[config.mk]
export PLATFORM = sky130hd
export DESIGN_NAME = audio_sample_sink_flat
export DESIGN_NICKNAME = d
export VERILOG_FILES = /design/src/rtl/audio_pkg.sv /design/src/rtl/audio_sample_sink_if.sv /design/src/rtl/audio_i2s_serializer.sv /design/src/rtl/audio_sample_sink.sv /design/src/flat_wrapper.sv
export SDC_FILE = /design/constraint.sdc
export NUM_CORES = 2
export LEC_CHECK = 0
export ABC_AREA = 0
export BUFFER_PORTS_ARGS = -buffer_cell sky130_fd_sc_hd__buf_2
export CORE_MARGIN = 3
export CORE_UTILIZATION = 55
export DETAILED_ROUTE_END_ITERATION = 8
export PLACE_DENSITY = 0.71
export SYNTH_ARGS = -nofsm -noshare
export SYNTH_HDL_FRONTEND = slang
export SYNTH_SLANG_ARGS = --single-unit
[constraint.sdc]
create_clock -name clk -period 10.4 [get_ports clk]
set_input_delay 1.04 -clock clk [delete_from_list [all_inputs] [get_ports clk]]
set_output_delay 1.04 -clock clk [all_outputs]
set_load 0.01 [all_outputs]
[src/rtl/audio_pkg.sv]
// audio_pkg: register map, status bit positions, FSM states and frame type
// shared by the audio sample sink and its I2S serializer.
package audio_pkg;

  localparam logic [31:0] ADDR_LEFT   = 32'h1000_0010;
  localparam logic [31:0] ADDR_RIGHT  = 32'h1000_0020;
  localparam logic [31:0] ADDR_STATUS = 32'h1000_0040;

  localparam int BIT_PLAYING  = 16;
  localparam int BIT_UNDERRUN = 17;
  localparam int BIT_PAIR_ERR = 18;
  localparam int BIT_UCOUNT   = 24;

  typedef enum logic {
    ST_PREFILL = 1'b0,
    ST_PLAYING = 1'b1
  } state_t;

  typedef struct packed {
    logic signed [15:0] l;
    logic signed [15:0] r;
  } frame_t;

endpackage

[src/rtl/audio_sample_sink_if.sv]
// audio_sample_sink_if: LSU data-bus command/response channel used by the
// audio sample sink (master = CPU side, slave = peripheral side).
interface audio_sample_sink_if;
  logic        bus_cmd_valid;
  logic        bus_cmd_ready;
  logic        bus_cmd_write;
  logic [31:0] bus_cmd_address;
  logic [31:0] bus_cmd_data;
  logic        bus_rsp_valid;
  logic [31:0] bus_rsp_data;

  modport master (
    output bus_cmd_valid, bus_cmd_write, bus_cmd_address, bus_cmd_data,
    input  bus_cmd_ready, bus_rsp_valid, bus_rsp_data
  );

  modport slave (
    input  bus_cmd_valid, bus_cmd_write, bus_cmd_address, bus_cmd_data,
    output bus_cmd_ready, bus_rsp_valid, bus_rsp_data
  );
endinterface

[src/rtl/audio_i2s_serializer.sv]
// audio_i2s_serializer: shifts one 32-bit stereo frame out MSB first with a
// 20-clock bit period (left word lrclk=0, right word lrclk=1), then idles low.
module audio_i2s_serializer
  import audio_pkg::*;
(
  input  logic   clk,
  input  logic   reset,
  input  logic   start,
  input  frame_t frame,
  output logic   bclk,
  output logic   lrclk,
  output logic   sdata
);

  localparam logic [4:0] PHASE_RISE = 5'd9;
  localparam logic [4:0] PHASE_LAST = 5'd19;
  localparam logic [4:0] BIT_LAST   = 5'd31;
  localparam logic [4:0] BIT_LEFT_LAST = 5'd15;

  logic        active;
  logic [4:0]  phase;
  logic [4:0]  bit_idx;
  logic [31:0] shreg;

  // Outputs are loaded on the start edge so the first bit shares the strobe cycle.
  always_ff @(posedge clk or posedge reset) begin
    if (reset) begin
      active  <= 1'b0;
      phase   <= '0;
      bit_idx <= '0;
      shreg   <= '0;
      bclk    <= 1'b0;
      lrclk   <= 1'b0;
      sdata   <= 1'b0;
    end else if (start) begin
      active  <= 1'b1;
      phase   <= '0;
      bit_idx <= '0;
      shreg   <= frame;
      bclk    <= 1'b0;
      lrclk   <= 1'b0;
      sdata   <= frame.l[15];
    end else if (active) begin
      if (phase == PHASE_LAST) begin
        phase <= '0;
        bclk  <= 1'b0;
        if (bit_idx == BIT_LAST) begin
          active <= 1'b0;
          lrclk  <= 1'b0;
          sdata  <= 1'b0;
        end else begin
          bit_idx <= bit_idx + 1'b1;
          shreg   <= {shreg[30:0], 1'b0};
          sdata   <= shreg[30];
          lrclk   <= (bit_idx >= BIT_LEFT_LAST);
        end
      end else begin
        phase <= phase + 1'b1;
        if (phase == PHASE_RISE) bclk <= 1'b1;
      end
    end
  end

endmodule

[src/rtl/audio_sample_sink.sv]
// audio_sample_sink: pairs left/right PCM writes into a frame FIFO and plays
// one frame per TICKS_PER_SAMPLE clocks after prefill; I2S output with AUDIO_I2S_EN.
module audio_sample_sink
  import audio_pkg::*;
#(
  parameter int TICKS_PER_SAMPLE = 680,
  parameter int FIFO_DEPTH       = 64,
  parameter int START_LEVEL      = 40
) (
  input  logic               clk,
  input  logic               reset,
  audio_sample_sink_if.slave lsu,
  output logic               sample_strobe,
  output logic [15:0]        sample_left,
  output logic [15:0]        sample_right,
  output logic               i2s_bclk,
  output logic               i2s_lrclk,
  output logic               i2s_sdata
);

  localparam int PTR_W = $clog2(FIFO_DEPTH);
  localparam int LVL_W = PTR_W + 1;
  localparam int TCK_W = $clog2(TICKS_PER_SAMPLE);

  localparam logic [LVL_W-1:0] START_LVL = LVL_W'(START_LEVEL);
  localparam logic [LVL_W-1:0] FULL_LVL  = LVL_W'(FIFO_DEPTH);
  localparam logic [TCK_W-1:0] TICK_LAST = TCK_W'(TICKS_PER_SAMPLE - 1);

  state_t           state;
  logic [TCK_W-1:0] tick;
  logic [PTR_W-1:0] wr_ptr;
  logic [PTR_W-1:0] rd_ptr;
  logic [LVL_W-1:0] level;
  logic [15:0]      hold;
  logic             hold_valid;
  logic             pair_error;
  logic             underrun_sticky;
  logic [7:0]       ucount;

  frame_t mem [FIFO_DEPTH];
  frame_t head;
  frame_t push_frame;

  logic        hit_left, hit_right, hit_status;
  logic        right_req, cmd_ready, accept, push, pop;
  logic        fifo_empty, fifo_full, frame_fire;
  logic [31:0] status;
  logic        unused_data;

  assign hit_left   = (lsu.bus_cmd_address == ADDR_LEFT);
  assign hit_right  = (lsu.bus_cmd_address == ADDR_RIGHT);
  assign hit_status = (lsu.bus_cmd_address == ADDR_STATUS);

  assign fifo_empty = (level == '0);
  assign fifo_full  = (level == FULL_LVL);
  assign head       = mem[rd_ptr];

  // A frame slot comes due on PREFILL exit and every wrap of the tick counter.
  assign frame_fire = (state == ST_PREFILL) ? ((level >= START_LVL) && !fifo_empty)
                                            : (tick == TICK_LAST);
  assign pop        = frame_fire && !fifo_empty;

  assign right_req         = lsu.bus_cmd_valid && lsu.bus_cmd_write && hit_right;
  assign cmd_ready         = !(right_req && fifo_full && !pop);
  assign lsu.bus_cmd_ready = cmd_ready;
  assign accept            = lsu.bus_cmd_valid && cmd_ready;
  assign push              = accept && lsu.bus_cmd_write && hit_right;
  assign unused_data       = ^lsu.bus_cmd_data[31:16];

  always_comb begin
    push_frame   = '0;
    push_frame.l = hold_valid ? hold : '0;
    push_frame.r = lsu.bus_cmd_data[15:0];
  end

  always_comb begin
    status                     = '0;
    status[15:0]               = 16'(level);
    status[BIT_PLAYING]        = (state == ST_PLAYING);
    status[BIT_UNDERRUN]       = underrun_sticky;
    status[BIT_PAIR_ERR]       = pair_error;
    status[BIT_UCOUNT +: 8]    = ucount;
  end

  always_ff @(posedge clk) begin
    if (push) mem[wr_ptr] <= push_frame;
  end

  always_ff @(posedge clk or posedge reset) begin
    if (reset) begin
      state             <= ST_PREFILL;
      tick              <= '0;
      wr_ptr            <= '0;
      rd_ptr            <= '0;
      level             <= '0;
      hold              <= '0;
      hold_valid        <= 1'b0;
      pair_error        <= 1'b0;
      underrun_sticky   <= 1'b0;
      ucount            <= '0;
      lsu.bus_rsp_valid <= 1'b0;
      lsu.bus_rsp_data  <= '0;
      sample_strobe     <= 1'b0;
      sample_left       <= '0;
      sample_right      <= '0;
    end else begin
      lsu.bus_rsp_valid <= accept;
      if (accept)
        lsu.bus_rsp_data <= (!lsu.bus_cmd_write && hit_status) ? status : '0;

      if (accept && lsu.bus_cmd_write) begin
        if (hit_left) begin
          hold       <= lsu.bus_cmd_data[15:0];
          hold_valid <= 1'b1;
          if (hold_valid) pair_error <= 1'b1;
        end
        if (hit_right) begin
          hold_valid <= 1'b0;
          if (!hold_valid) pair_error <= 1'b1;
        end
        if (hit_status) begin
          ucount          <= '0;
          underrun_sticky <= 1'b0;
          pair_error      <= 1'b0;
        end
      end

      if (push) wr_ptr <= wr_ptr + 1'b1;
      if (pop)  rd_ptr <= rd_ptr + 1'b1;
      case ({push, pop})
        2'b10:   level <= level + 1'b1;
        2'b01:   level <= level - 1'b1;
        default: level <= level;
      endcase

      sample_strobe <= 1'b0;
      case (state)
        ST_PREFILL: begin
          if (frame_fire) begin
            state         <= ST_PLAYING;
            tick          <= '0;
            sample_strobe <= 1'b1;
            sample_left   <= head.l;
            sample_right  <= head.r;
          end
        end
        ST_PLAYING: begin
          if (frame_fire) begin
            tick <= '0;
            if (!fifo_empty) begin
              sample_strobe <= 1'b1;
              sample_left   <= head.l;
              sample_right  <= head.r;
            end else begin
              state           <= ST_PREFILL;
              sample_left     <= '0;
              sample_right    <= '0;
              underrun_sticky <= 1'b1;
              if (ucount != 8'hFF) ucount <= ucount + 1'b1;
            end
          end else begin
            tick <= tick + 1'b1;
          end
        end
        default: state <= ST_PREFILL;
      endcase
    end
  end

`ifdef AUDIO_I2S_EN
  frame_t ser_frame;

  assign ser_frame = pop ? head : '0;

  audio_i2s_serializer u_i2s (
    .clk   (clk),
    .reset (reset),
    .start (frame_fire),
    .frame (ser_frame),
    .bclk  (i2s_bclk),
    .lrclk (i2s_lrclk),
    .sdata (i2s_sdata)
  );
`else
  assign i2s_bclk  = 1'b0;
  assign i2s_lrclk = 1'b0;
  assign i2s_sdata = 1'b0;
`endif

endmodule
[src/flat_wrapper.sv]
// flat-port wrapper written by rule: the top's interface ports become plain ports
module audio_sample_sink_flat import audio_pkg::*;
#(
  parameter int TICKS_PER_SAMPLE = 680,
  parameter int FIFO_DEPTH       = 64,
  parameter int START_LEVEL      = 40
)
  (clk, reset, sample_strobe, sample_left, sample_right, i2s_bclk, i2s_lrclk, i2s_sdata, lsu_bus_cmd_valid, lsu_bus_cmd_write, lsu_bus_cmd_address, lsu_bus_cmd_data, lsu_bus_cmd_ready, lsu_bus_rsp_valid, lsu_bus_rsp_data);
  audio_sample_sink_if lsu_i ();
  input  logic clk;
  input  logic reset;
  output logic sample_strobe;
  output logic [15:0] sample_left;
  output logic [15:0] sample_right;
  output logic i2s_bclk;
  output logic i2s_lrclk;
  output logic i2s_sdata;
  input wire logic [$bits(lsu_i.bus_cmd_valid)-1:0] lsu_bus_cmd_valid;
  input wire logic [$bits(lsu_i.bus_cmd_write)-1:0] lsu_bus_cmd_write;
  input wire logic [$bits(lsu_i.bus_cmd_address)-1:0] lsu_bus_cmd_address;
  input wire logic [$bits(lsu_i.bus_cmd_data)-1:0] lsu_bus_cmd_data;
  output wire logic [$bits(lsu_i.bus_cmd_ready)-1:0] lsu_bus_cmd_ready;
  output wire logic [$bits(lsu_i.bus_rsp_valid)-1:0] lsu_bus_rsp_valid;
  output wire logic [$bits(lsu_i.bus_rsp_data)-1:0] lsu_bus_rsp_data;
  assign lsu_i.bus_cmd_valid = lsu_bus_cmd_valid;
  assign lsu_i.bus_cmd_write = lsu_bus_cmd_write;
  assign lsu_i.bus_cmd_address = lsu_bus_cmd_address;
  assign lsu_i.bus_cmd_data = lsu_bus_cmd_data;
  assign lsu_bus_cmd_ready = lsu_i.bus_cmd_ready;
  assign lsu_bus_rsp_valid = lsu_i.bus_rsp_valid;
  assign lsu_bus_rsp_data = lsu_i.bus_rsp_data;
  audio_sample_sink #(.TICKS_PER_SAMPLE(TICKS_PER_SAMPLE), .FIFO_DEPTH(FIFO_DEPTH), .START_LEVEL(START_LEVEL)) u_core (.clk(clk), .reset(reset), .lsu(lsu_i), .sample_strobe(sample_strobe), .sample_left(sample_left), .sample_right(sample_right), .i2s_bclk(i2s_bclk), .i2s_lrclk(i2s_lrclk), .i2s_sdata(i2s_sdata));
endmodule
==> summary.txt <==
Floorplan
  • Die H: 395 um
  • IO Pins: 138
  • Starting Density: 0.555
  • Die Wd: 395 um
  • Rows: 142
  • Core area: 0.150 mm^2
  • DIE AREA: 0.156 mm^2

STA
  • Unrepaired setup endpoints after global routing: false
  • Fmax: 215 MHz
  • Post-layout minimum cycle time: 4640 ps
  • Hold Violations, Final: 0
  • Setup tns final: 0 ps
  • Final Cycle Share: 0.446
  • Worst-Margin Slew: 1310 ps
  • Slew margin rel.: 0.125
  • Final Skew: 35.0 ps
  • Hold_ws: 431 ps
  • Final Setup Violations: 0
  • Fin. max-slew vios: 0

Detailed routing
  • Total number of vias: 40400
  • Drc violations: 0
  • Routed wl met3: 19100 um
  • Final antenna-violating net count: 0
  • First-pass detailed-route iteration total: 6
  • DR vias/cell: 6.52
  • Uppermost layer routed: met5
  • DR iter-0 viols: 5130
  • Met1 WL: 77600 um
  • Met2 wire length: 97300 um
  • Total wire length: 199000 um
  • DR WL/cell: 32.0 um

Critical path
  • Top delay family on crit path: buffers and inverters
  • CP required: 11070 ps
  • R2R setup slack: 5760 ps
  • Critical path startpoint: u_core.rd_ptr[0]
  • Crit path largest cell delay: 960 ps
  • Crit path cell chain: buf_4 > buf_4 > mux4_2 > mux4_2 > a22oi_1 > nand2_1
  • Startpoint Class: register
  • Reg2reg start: u_core.rd_ptr[0]
  • CP Data Arrival Time: 5310 ps
  • CP max FO: 40
  • Crit Path Class: reg2reg
  • Buf/Inv on CP: 2
  • CP endpoint kind: register
  • CP max stage cell: dfrtp_4

Placed design
  • Detailed placer's ending HPWL: 104000 um
  • Routability cong.: 0.785
  • IO buf count: 104

Clocking
  • Total CTS buffers: 204
  • CTS Hold Buffers Added: 0
  • Clock tree buffer depth: 3
  • Root Buffer: clkbuf_16
  • Clock transition at the registers of the reported paths: 60 ps
  • Post-CTS Resized: 0
  • Num Clock Sinks: 2157
  • Post-CTS Setup Bufs: 0
  • H-Tree Depth: 4
  • CTS tree: done
  • Worst-Skew Late Latency: 830 ps

GRT
  • Number of global-route vias before repair: 40500
  • Global-route wire length before repair: 289000 um
  • Largest net degree at the start of global routing: 112
  • Initial antenna violation count: 16
  • GR Overflow Total: 0
  • GRT Total Usage: 0.257

Final layout
  • # nets final: 4088
  • P&R area growth vs syn: 12.1%
  • Fillers: 9959
  • Share of cells above drive strength 1: 0.283

Outcome
  • Status: completed

Synth
  • Synth area leaders: edfxtp_1, mux4_2, dfrtp_1
  • Synth area leader: edfxtp_1
  • Ys Warns: 0
  • Top-area cell type share of the netlist area: 0.738
  • Syn Std Cell Area: 0.0834 mm^2
  • Mapped Avg Cell Area: 21.9 um^2
  • Post-synthesis cell type count: 73
  • Post-synth EDFFs: 2048
  • Ys async rst share: 0.0505
  • Seq/Total Area, Yosys: 0.770
  • Gate Count Post-Synth: 3804
  • Main flop type after synthesis: edfxtp_1
  • Synthesis-stage register bit count: 2157

Pwr
  • Tot Pwr: 16900 uW
  • Leakage: 0.0315 uW
  • Maximum VDD drop: 0.163 mV
  • PwrDens: 181 mW/mm^2

Job
  • Max Cap Viol: 0

Min path
  • Hold WC Path Type: in2async
## cells in the mapped netlist, types with 4 or more instances
| cell | number |
|---|---|
| edfxtp_1 | 2048 |
| mux4_2 | 496 |
| mux2i_1 | 149 |
| nand2_1 | 141 |
| dfrtp_1 | 109 |
| buf_2 | 96 |
| nor2_1 | 88 |
| clkbuf_1 | 63 |
| mux2_2 | 60 |
| a22oi_1 | 45 |
| buf_4 | 41 |
| nand4_1 | 28 |
| a22o_1 | 27 |
| a32oi_1 | 27 |
| nand3_1 | 27 |
| inv_1 | 23 |
| and2_1 | 20 |
| buf_1 | 20 |
| o2111ai_1 | 19 |
| o211ai_1 | 19 |
| o22a_1 | 19 |
| o22ai_1 | 17 |
| o21ai_0 | 16 |
| a221oi_1 | 15 |
| a211o_1 | 14 |
| buf_6 | 14 |
| xnor2_1 | 14 |
| o221ai_1 | 13 |
| a2111o_1 | 12 |
| nor3_1 | 9 |
| and3_1 | 8 |
| a21oi_1 | 7 |
| ha_1 | 7 |
| nor4_1 | 7 |
| xor2_1 | 7 |
| nand3b_1 | 6 |
| nand4b_1 | 6 |
| nor2b_1 | 6 |
| a31oi_1 | 4 |
| nor4b_1 | 4 |
| or3b_2 | 4 |
| or4_1 | 4 |
## metal layers
layer	global-route usage	up-vias
met5	0	-
met4	0.0697	6
met3	0.0469	307
li1	-	16400
met2	0.408	2143
met1	0.375	21600
## cells in the final DEF, fill, tap and decap left out, types with 8 or more instances in the layout
cell type / n
a2111o_1: 12
a211o_1: 14
a221oi_1: 15
a22o_1: 27
a22oi_1: 45
a32oi_1: 27
and2_2: 16
and3_1: 8
buf_2: 104
buf_4: 111
bufinv_16: 18
clkbuf_1: 46
clkbuf_16: 207
clkbuf_8: 18
clkinv_1: 44
clkinv_2: 33
conb_1: 17
dfrtp_1: 104
edfxtp_1: 2048
inv_1: 22
mux2_2: 60
mux2i_1: 149
mux4_2: 496
nand2_1: 141
nand3_1: 27
nand4_1: 28
nor2_1: 23
nor2_4: 65
nor3_1: 9
o2111ai_1: 19
o211ai_1: 19
o21ai_0: 16
o221ai_1: 13
o22a_1: 19
o22ai_1: 17
xnor2_1: 14
## registers in the layout, summed over array words and instances, names as in the netlist, 6 cells and up
name	flops
u_core.hold	16
u_core.level	7
u_core.lsu.bus_rsp_data	18
u_core.mem	2048
u_core.rd_ptr	6
u_core.sample_left	16
u_core.sample_right	16
u_core.tick	10
u_core.ucount	8
u_core.wr_ptr	6
## stage by stage
step | instances | utilization | area (um^2) | worst slack [ps]
after floorplan | 3820 | - | 83400 | 6130
after global placement | 5823 | 0.578 | 86700 | 5090
after detailed placement | 5823 | 0.578 | 86700 | 5070
after CTS | 6203 | 0.622 | 93400 | 5710
after global routing | 6203 | 0.622 | 93400 | 5470
final | 6204 | 0.622 | 93400 | 5760
## cells by family after synthesis
group / share of synthesized area
adder cells (fa/ha/maj): 0.00105
AO/OA/AOI/OAI: 0.0265
flip-flops: 0.770
other: 0.0000450
AND/OR/NAND/NOR: 0.0235
buffers and inverters: 0.0162
XOR/XNOR: 0.00221
multiplexers: 0.160
## final cells by class
class / instances / area (um^2) / area share
flip-flops and latches: 2157 / 64200 / 0.688
multi-input cells: 1404 / 18400 / 0.197
clock buffers: 271 / 5600 / 0.0600
well taps: 2016 / 2520 / 0.0270
repair buffers: 221 / 1470 / 0.0158
clock inverters: 109 / 1090 / 0.0117
inverters: 25 / 98.8 / 0.00106
diodes: 1 / 2.50 / 0.0000268
## path summary, 6_finish.rpt
check,to,depth (start not counted)
max,u_core.sample_left[5],6
min,u_core.lsu.bus_rsp_valid,2
max reg2reg,u_core.sample_left[5],6
min reg2reg,u_core.underrun_sticky,1
max in group asynchronous,u_core.rd_ptr[4],3
min in group clk,u_core.underrun_sticky,1
## report_power, final
group	internal (uW)	switching, uW	total, uW
Combinational	12.0	87.2	99.2
Sequential	9430	0.0367	9430
Clock	4230	3130	7360
## worst reg2reg max path, delay by kind of cell (launching register included)
family / cells / cell delay, ps
AO/OA/AOI/OAI: 1 / 780
buffers and inverters: 2 / 1450
AND/OR/NAND/NOR: 1 / 120
multiplexers: 2 / 1190
flip-flops: 1 / 960
Power figures use the tool's default switching activity.
